[config.mk]
export PLATFORM = sky130hd
export DESIGN_NAME = mem_port_arbiter_flat
export DESIGN_NICKNAME = d
export VERILOG_FILES = /design/src/rtl/mem_port_arbiter_if.sv /design/src/rtl/mem_port_arbiter.sv /design/src/flat_wrapper.sv
export SDC_FILE = /design/constraint.sdc
export NUM_CORES = 1
export LEC_CHECK = 0
export CORE_AREA = 5 5 207 209
export DETAILED_ROUTE_END_ITERATION = 8
export DIE_AREA = 0 0 212 214
export SKIP_CTS_REPAIR_TIMING = 1
export SLEW_MARGIN = 20
export SYNTH_ARGS = -nofsm -noshare
export SYNTH_HDL_FRONTEND = slang
export SYNTH_SLANG_ARGS = --single-unit
[constraint.sdc]
create_clock -name clk -period 1.72 [get_ports clk]
set_input_delay 0.172 -clock clk [delete_from_list [all_inputs] [get_ports clk]]
set_output_delay 0.172 -clock clk [all_outputs]
set_load 0.005 [all_outputs]
[src/rtl/mem_port_arbiter_if.sv]
// Signal bundle between the IF/MEM request ports, the arbiter and the external bus.
// The slave modport is the arbiter's view; master is the surrounding pipeline/bus view.
interface mem_port_arbiter_if #(
  parameter int unsigned ADDR_W = 64,
  parameter int unsigned DATA_W = 64
);
  logic                  if_req_valid;
  logic [ADDR_W-1:0]     if_req_addr;
  logic                  if_req_ready;
  logic                  if_resp_valid;
  logic [DATA_W-1:0]     if_resp_data;
  logic                  if_resp_err;

  logic                  mem_req_valid;
  logic                  mem_req_wen;
  logic [ADDR_W-1:0]     mem_req_addr;
  logic [DATA_W-1:0]     mem_req_wdata;
  logic [DATA_W/8-1:0]   mem_req_wmask;
  logic                  mem_req_ready;
  logic                  mem_resp_valid;
  logic [DATA_W-1:0]     mem_resp_data;
  logic                  mem_resp_err;

  logic                  bus_req_valid;
  logic                  bus_req_ready;
  logic                  bus_req_wen;
  logic [ADDR_W-1:0]     bus_req_addr;
  logic [DATA_W-1:0]     bus_req_wdata;
  logic [DATA_W/8-1:0]   bus_req_wmask;
  logic                  bus_resp_valid;
  logic [DATA_W-1:0]     bus_resp_data;

  modport slave (
    input  if_req_valid, if_req_addr,
    output if_req_ready, if_resp_valid, if_resp_data, if_resp_err,
    input  mem_req_valid, mem_req_wen, mem_req_addr, mem_req_wdata, mem_req_wmask,
    output mem_req_ready, mem_resp_valid, mem_resp_data, mem_resp_err,
    output bus_req_valid, bus_req_wen, bus_req_addr, bus_req_wdata, bus_req_wmask,
    input  bus_req_ready, bus_resp_valid, bus_resp_data
  );

  modport master (
    output if_req_valid, if_req_addr,
    input  if_req_ready, if_resp_valid, if_resp_data, if_resp_err,
    output mem_req_valid, mem_req_wen, mem_req_addr, mem_req_wdata, mem_req_wmask,
    input  mem_req_ready, mem_resp_valid, mem_resp_data, mem_resp_err,
    input  bus_req_valid, bus_req_wen, bus_req_addr, bus_req_wdata, bus_req_wmask,
    output bus_req_ready, bus_resp_valid, bus_resp_data
  );
endinterface

[src/rtl/mem_port_arbiter.sv]
// Shares one memory port between instruction fetch and load/store; MEM has priority, bounded
// by a burst counter. Define ARB_TIMEOUT_EN to add a WAIT-state response watchdog.
module mem_port_arbiter #(
  parameter int unsigned ADDR_W         = 64,
  parameter int unsigned DATA_W         = 64,
  parameter int unsigned MEM_BURST_MAX  = 4,
  parameter int unsigned TIMEOUT_CYCLES = 255
) (
  input  logic              clk,
  input  logic              rst,
  mem_port_arbiter_if.slave arb_if
);

  localparam int unsigned      MaskW   = DATA_W / 8;
  localparam int unsigned      BcntW   = $clog2(MEM_BURST_MAX + 1);
  localparam logic [BcntW-1:0] BcntMax = BcntW'(MEM_BURST_MAX);

  typedef enum logic [1:0] {StIdle, StReq, StWait} state_e;

  state_e              state_q, state_d;
  logic                owner_q, owner_d;  // 0 = IF, 1 = MEM
  logic [BcntW-1:0]    bcnt_q, bcnt_d;
  logic                wen_q, wen_d;
  logic [ADDR_W-1:0]   addr_q, addr_d;
  logic [DATA_W-1:0]   wdata_q, wdata_d;
  logic [MaskW-1:0]    wmask_q, wmask_d;

  logic                if_rvalid_q, if_rvalid_d;
  logic [DATA_W-1:0]   if_rdata_q, if_rdata_d;
  logic                if_rerr_q, if_rerr_d;
  logic                mem_rvalid_q, mem_rvalid_d;
  logic [DATA_W-1:0]   mem_rdata_q, mem_rdata_d;
  logic                mem_rerr_q, mem_rerr_d;

  logic                grant_if, grant_mem;
  logic                rsp_fire, rsp_err;
  logic [DATA_W-1:0]   rsp_data;

`ifdef ARB_TIMEOUT_EN
  localparam int unsigned      TcntW    = $clog2(TIMEOUT_CYCLES + 1);
  localparam logic [TcntW-1:0] TcntLast = TcntW'(TIMEOUT_CYCLES - 1);
  logic [TcntW-1:0] tcnt_q, tcnt_d;
`endif

  // MEM yields only once it has used its burst allowance while IF is waiting.
  always_comb begin
    grant_mem = 1'b0;
    grant_if  = 1'b0;
    if (state_q == StIdle) begin
      grant_mem = arb_if.mem_req_valid && !(arb_if.if_req_valid && (bcnt_q == BcntMax));
      grant_if  = !grant_mem && arb_if.if_req_valid;
    end
  end

  always_comb begin
    state_d      = state_q;
    owner_d      = owner_q;
    bcnt_d       = bcnt_q;
    wen_d        = wen_q;
    addr_d       = addr_q;
    wdata_d      = wdata_q;
    wmask_d      = wmask_q;
    if_rvalid_d  = 1'b0;
    if_rdata_d   = if_rdata_q;
    if_rerr_d    = if_rerr_q;
    mem_rvalid_d = 1'b0;
    mem_rdata_d  = mem_rdata_q;
    mem_rerr_d   = mem_rerr_q;
    rsp_fire     = 1'b0;
    rsp_err      = 1'b0;
    rsp_data     = '0;
`ifdef ARB_TIMEOUT_EN
    tcnt_d       = tcnt_q;
`endif

    unique case (state_q)
      StIdle: begin
        if (grant_mem) begin
          state_d = StReq;
          owner_d = 1'b1;
          wen_d   = arb_if.mem_req_wen;
          addr_d  = arb_if.mem_req_addr;
          wdata_d = arb_if.mem_req_wdata;
          wmask_d = arb_if.mem_req_wmask;
          if (!arb_if.if_req_valid) begin
            bcnt_d = '0;
          end else if (bcnt_q != BcntMax) begin
            bcnt_d = bcnt_q + 1'b1;
          end
        end else if (grant_if) begin
          state_d = StReq;
          owner_d = 1'b0;
          wen_d   = 1'b0;
          addr_d  = arb_if.if_req_addr;
          wdata_d = '0;
          wmask_d = '0;
          bcnt_d  = '0;
        end
      end
      StReq: begin
        if (arb_if.bus_req_ready) begin
          state_d = StWait;
`ifdef ARB_TIMEOUT_EN
          tcnt_d  = '0;
`endif
        end
      end
      StWait: begin
        if (arb_if.bus_resp_valid) begin
          state_d  = StIdle;
          rsp_fire = 1'b1;
          rsp_data = wen_q ? '0 : arb_if.bus_resp_data;
`ifdef ARB_TIMEOUT_EN
        end else if (tcnt_q == TcntLast) begin
          state_d  = StIdle;
          rsp_fire = 1'b1;
          rsp_err  = 1'b1;
        end else begin
          tcnt_d = tcnt_q + 1'b1;
`endif
        end
      end
      default: state_d = StIdle;
    endcase

    if (rsp_fire) begin
      if (owner_q) begin
        mem_rvalid_d = 1'b1;
        mem_rdata_d  = rsp_data;
        mem_rerr_d   = rsp_err;
      end else begin
        if_rvalid_d = 1'b1;
        if_rdata_d  = rsp_data;
        if_rerr_d   = rsp_err;
      end
    end
  end

  always_ff @(posedge clk) begin
    if (rst) begin
      state_q      <= StIdle;
      owner_q      <= 1'b0;
      bcnt_q       <= '0;
      wen_q        <= 1'b0;
      addr_q       <= '0;
      wdata_q      <= '0;
      wmask_q      <= '0;
      if_rvalid_q  <= 1'b0;
      if_rdata_q   <= '0;
      if_rerr_q    <= 1'b0;
      mem_rvalid_q <= 1'b0;
      mem_rdata_q  <= '0;
      mem_rerr_q   <= 1'b0;
`ifdef ARB_TIMEOUT_EN
      tcnt_q       <= '0;
`endif
    end else begin
      state_q      <= state_d;
      owner_q      <= owner_d;
      bcnt_q       <= bcnt_d;
      wen_q        <= wen_d;
      addr_q       <= addr_d;
      wdata_q      <= wdata_d;
      wmask_q      <= wmask_d;
      if_rvalid_q  <= if_rvalid_d;
      if_rdata_q   <= if_rdata_d;
      if_rerr_q    <= if_rerr_d;
      mem_rvalid_q <= mem_rvalid_d;
      mem_rdata_q  <= mem_rdata_d;
      mem_rerr_q   <= mem_rerr_d;
`ifdef ARB_TIMEOUT_EN
      tcnt_q       <= tcnt_d;
`endif
    end
  end

  assign arb_if.if_req_ready   = grant_if;
  assign arb_if.mem_req_ready  = grant_mem;
  assign arb_if.if_resp_valid  = if_rvalid_q;
  assign arb_if.if_resp_data   = if_rdata_q;
  assign arb_if.if_resp_err    = if_rerr_q;
  assign arb_if.mem_resp_valid = mem_rvalid_q;
  assign arb_if.mem_resp_data  = mem_rdata_q;
  assign arb_if.mem_resp_err   = mem_rerr_q;
  assign arb_if.bus_req_valid  = (state_q == StReq);
  assign arb_if.bus_req_wen    = wen_q;
  assign arb_if.bus_req_addr   = addr_q;
  assign arb_if.bus_req_wdata  = wdata_q;
  assign arb_if.bus_req_wmask  = wmask_q;

endmodule

[src/flat_wrapper.sv]
// flat-port wrapper written by rule: the top's interface ports become plain ports
module mem_port_arbiter_flat 
#(
  parameter int unsigned ADDR_W         = 64,
  parameter int unsigned DATA_W         = 64,
  parameter int unsigned MEM_BURST_MAX  = 4,
  parameter int unsigned TIMEOUT_CYCLES = 255
)
  (clk, rst, arb_if_if_req_valid, arb_if_if_req_addr, arb_if_if_req_ready, arb_if_if_resp_valid, arb_if_if_resp_data, arb_if_if_resp_err, arb_if_mem_req_valid, arb_if_mem_req_wen, arb_if_mem_req_addr, arb_if_mem_req_wdata, arb_if_mem_req_wmask, arb_if_mem_req_ready, arb_if_mem_resp_valid, arb_if_mem_resp_data, arb_if_mem_resp_err, arb_if_bus_req_valid, arb_if_bus_req_wen, arb_if_bus_req_addr, arb_if_bus_req_wdata, arb_if_bus_req_wmask, arb_if_bus_req_ready, arb_if_bus_resp_valid, arb_if_bus_resp_data);
  mem_port_arbiter_if #(.ADDR_W(ADDR_W), .DATA_W(DATA_W)) arb_if_i ();
  input  logic clk;
  input  logic rst;
  input wire logic [$bits(arb_if_i.if_req_valid)-1:0] arb_if_if_req_valid;
  input wire logic [$bits(arb_if_i.if_req_addr)-1:0] arb_if_if_req_addr;
  output wire logic [$bits(arb_if_i.if_req_ready)-1:0] arb_if_if_req_ready;
  output wire logic [$bits(arb_if_i.if_resp_valid)-1:0] arb_if_if_resp_valid;
  output wire logic [$bits(arb_if_i.if_resp_data)-1:0] arb_if_if_resp_data;
  output wire logic [$bits(arb_if_i.if_resp_err)-1:0] arb_if_if_resp_err;
  input wire logic [$bits(arb_if_i.mem_req_valid)-1:0] arb_if_mem_req_valid;
  input wire logic [$bits(arb_if_i.mem_req_wen)-1:0] arb_if_mem_req_wen;
  input wire logic [$bits(arb_if_i.mem_req_addr)-1:0] arb_if_mem_req_addr;
  input wire logic [$bits(arb_if_i.mem_req_wdata)-1:0] arb_if_mem_req_wdata;
  input wire logic [$bits(arb_if_i.mem_req_wmask)-1:0] arb_if_mem_req_wmask;
  output wire logic [$bits(arb_if_i.mem_req_ready)-1:0] arb_if_mem_req_ready;
  output wire logic [$bits(arb_if_i.mem_resp_valid)-1:0] arb_if_mem_resp_valid;
  output wire logic [$bits(arb_if_i.mem_resp_data)-1:0] arb_if_mem_resp_data;
  output wire logic [$bits(arb_if_i.mem_resp_err)-1:0] arb_if_mem_resp_err;
  output wire logic [$bits(arb_if_i.bus_req_valid)-1:0] arb_if_bus_req_valid;
  output wire logic [$bits(arb_if_i.bus_req_wen)-1:0] arb_if_bus_req_wen;
  output wire logic [$bits(arb_if_i.bus_req_addr)-1:0] arb_if_bus_req_addr;
  output wire logic [$bits(arb_if_i.bus_req_wdata)-1:0] arb_if_bus_req_wdata;
  output wire logic [$bits(arb_if_i.bus_req_wmask)-1:0] arb_if_bus_req_wmask;
  input wire logic [$bits(arb_if_i.bus_req_ready)-1:0] arb_if_bus_req_ready;
  input wire logic [$bits(arb_if_i.bus_resp_valid)-1:0] arb_if_bus_resp_valid;
  input wire logic [$bits(arb_if_i.bus_resp_data)-1:0] arb_if_bus_resp_data;
  assign arb_if_i.if_req_valid = arb_if_if_req_valid;
  assign arb_if_i.if_req_addr = arb_if_if_req_addr;
  assign arb_if_if_req_ready = arb_if_i.if_req_ready;
  assign arb_if_if_resp_valid = arb_if_i.if_resp_valid;
  assign arb_if_if_resp_data = arb_if_i.if_resp_data;
  assign arb_if_if_resp_err = arb_if_i.if_resp_err;
  assign arb_if_i.mem_req_valid = arb_if_mem_req_valid;
  assign arb_if_i.mem_req_wen = arb_if_mem_req_wen;
  assign arb_if_i.mem_req_addr = arb_if_mem_req_addr;
  assign arb_if_i.mem_req_wdata = arb_if_mem_req_wdata;
  assign arb_if_i.mem_req_wmask = arb_if_mem_req_wmask;
  assign arb_if_mem_req_ready = arb_if_i.mem_req_ready;
  assign arb_if_mem_resp_valid = arb_if_i.mem_resp_valid;
  assign arb_if_mem_resp_data = arb_if_i.mem_resp_data;
  assign arb_if_mem_resp_err = arb_if_i.mem_resp_err;
  assign arb_if_bus_req_valid = arb_if_i.bus_req_valid;
  assign arb_if_bus_req_wen = arb_if_i.bus_req_wen;
  assign arb_if_bus_req_addr = arb_if_i.bus_req_addr;
  assign arb_if_bus_req_wdata = arb_if_i.bus_req_wdata;
  assign arb_if_bus_req_wmask = arb_if_i.bus_req_wmask;
  assign arb_if_i.bus_req_ready = arb_if_bus_req_ready;
  assign arb_if_i.bus_resp_valid = arb_if_bus_resp_valid;
  assign arb_if_i.bus_resp_data = arb_if_bus_resp_data;
  mem_port_arbiter #(.ADDR_W(ADDR_W), .DATA_W(DATA_W), .MEM_BURST_MAX(MEM_BURST_MAX), .TIMEOUT_CYCLES(TIMEOUT_CYCLES)) u_core (.clk(clk), .rst(rst), .arb_if(arb_if_i));
endmodule
==> impl_metrics.toml <==
[outcome]
run_status = "finished, final reports clean"

[sta]
setup_viol = 0
worstMarginPinSlew_ps = 546
grt_setup_unrepaired = "yes"
whs_ps = 115
hold_viol_final = 0
period_share_pct = 99.4
fin_setup_tns_ps = 0
slew_violations = 0
slew_headroom_pct = 63.6
clock_skew_ps = 10.8
fmax_mhz = 585
period_needed_ps = 1710

[routing]
drc_errors = 0
drt-total-wl_mm = 46.4
routed-via-count = 11624
detail-route-antenna-nets = 0
initialDrtViolationCount = 1123
wire_per_inst_um = 20.6
vias_per_cell = 5.17
firstDrtPassIters = 5

[setup_path]
worstSetupPathType = "flop to output port"
worstPathRequired_ps = 1550
cp_data_arrival_time_ps = 1540
path_max_fanout = 3
reg2reg_depth = 5
endpoint_kind = "output port"
worst_setup_path_start_kind = "flop"

[clock_tree]
h-tree-depth = 2
tritoncts = "yes"
insertion_delay_ps = 520
numCtsBuffers = 34
clock_path_buffers = 3
cts_root_buf = "clkbuf_16"
path_clk_slew_ps = 60
clock-sinks = 273

[finish]
synthToLayoutAreaGrowth_pct = 70.7
layout_commonest_cell = "clkdlybuf4s50_1"
final_cell_mix = "536 x clkdlybuf4s50_1, 269 x dfxtp_1, 133 x nor2_1"
layout.cells.non_filler = 2249
layout-drive-gt1-share_pct = 8.42
nNetsFinal = 1963

[placed_design]
dp_hpwl_mm = 32.3
gp_congestion = 0.879
io_buffers = 540
placed_cells = 2184

[flow_run]
drv_cap = 0

[floorplanning]
die_height_um = 214
ios = 543
initial_core_util_pct = 26.3
num_rows = 74
core_um2 = 40600
die_w_um = 212
die_area_um2 = 45400

[global_routing]
gr-total-overflow = 0
grt_pass1_vias = 11444
grt_usage_pct = 18.9
antenna_found_initial = 7
grt_max_degree = 62
grt_first_pass_wirelength_mm = 69.1

[pwr]
leakage_nw = 6.33
ir_worst_vdd_mv = 0.551
power_density_nw_per_um2 = 930

[yosys]
synth_area_um2 = 10700
synth.area.top_cells = "dfxtp_1 51%, a32oi_1 11%, a311oi_1 5.3%"
synth_cell_types = 34
yosysTopAreaCell = "dfxtp_1"
syn_avg_cell_area_um2 = 8.92
yosysSeqAreaShare_pct = 51.2
synth_top_area_share_pct = 51.2
yosys_warnings = 0
synthCells = 1197
synth-seq-cells = 273

[hold_path]
holdPathStages = 2
hold_path_class = "primary input to flop"
## path summary, 6_finish.rpt
check / start / endpoint / slack [ps]
worst max-delay path: u_core.state_q[1] / arb_if_if_req_ready / 10
worst min-delay path: rst / u_core.arb_if.bus_req_wmask[7] / 110
worst max register to register: u_core.state_q[0] / u_core.arb_if.bus_req_addr[22] / 20
worst min register to register: u_core.arb_if.bus_req_addr[56] / u_core.arb_if.bus_req_addr[56] / 480
## cells by family after synthesis
family	after synthesis	share of synthesized area, %
and+or+nand+nor	416	16.8
AOI/OAI and AO/OA	350	25.0
DFF	273	51.2
buffers and inverters	155	6.67
adders and majority gates	2	0.234
other	1	0.0351
## cell type report
type	count	area [µm²]
repair buffers	607	6320
well taps	532	666
multi-input cells	770	4610
inverters	4	15.0
diodes	6	15.0
clock buffers	49	1030
clock inverters	8	93.8
flip-flops and latches	273	5470
fillers	3949	22400
## registers in the layout, summed over array words and instances (netlist names)
register / cells
u_core.arb_if.bus_req_addr: 64
u_core.arb_if.bus_req_wdata: 64
u_core.arb_if.if_resp_data: 64
u_core.arb_if.mem_resp_data: 64
u_core.arb_if.bus_req_wmask: 8
u_core.bcnt_q: 3
u_core.state_q: 2
u_core.arb_if.bus_req_wen: 1
u_core.arb_if.if_resp_valid: 1
u_core.arb_if.mem_resp_valid: 1
u_core.owner_q: 1
## synthesized netlist by cell type (all sizes together)
master and number:
a32oi 128, conb 1, a21oi 78, and3 1, nand2 130, a31oi 1, nand4b 1, nand3 74
buf 85, a311oi 64, dfxtp 273, nor4bb 1, nand4 1, or3b 2, a22oi 1, or3 1
ha 2, clkbuf 66, a211oi 2, nand2b 1, nor3 65, o211ai 74, nor3b 3, inv 4
nor2 133, nor4b 1, nor2b 1, o31ai 2, nand4bb 1
## worst max-delay path: stages, from the launching register on
cell and delay, ps:
dfxtp_2 340, or3b_4 410, a21oi_2 120, buf_4 140
## layer usage
metal	global-route usage (%)	share of wire (%)	vias up
met5	0	0.028	-
met4	7.86	3.5	2
met3	4.95	7.3	97
met2	31.2	49	456
met1	23.4	40	5607
li1	-	-	5462
## power breakdown
| group | switching [W] | internal, W | leakage (nW) | total, W |
|---|---|---|---|---|
| logic | 0.00129 | 0.00159 | 3.54 | 0.00287 |
| clock network | 0.00279 | 0.00445 | 0.558 | 0.00724 |
| registers | 0.000189 | 0.00664 | 2.23 | 0.00683 |
## stage by stage
stage / utilization [%] / instance area, µm² / setup slack [ps] / power, W
after floorplan: - / 10700 / 237 / 0.00794
final: 44.8 / 18200 / 9.61 / 0.0169
after detailed placement: 41.7 / 17000 / -303 / 0.00977
after CTS: 44.5 / 18100 / -580 / 0.0171
after global routing: 44.8 / 18200 / -67.1 / 0.0176
after global placement: 41.7 / 17000 / -318 / 0.00975
Note: power is estimated with default switching activity, not from simulation.
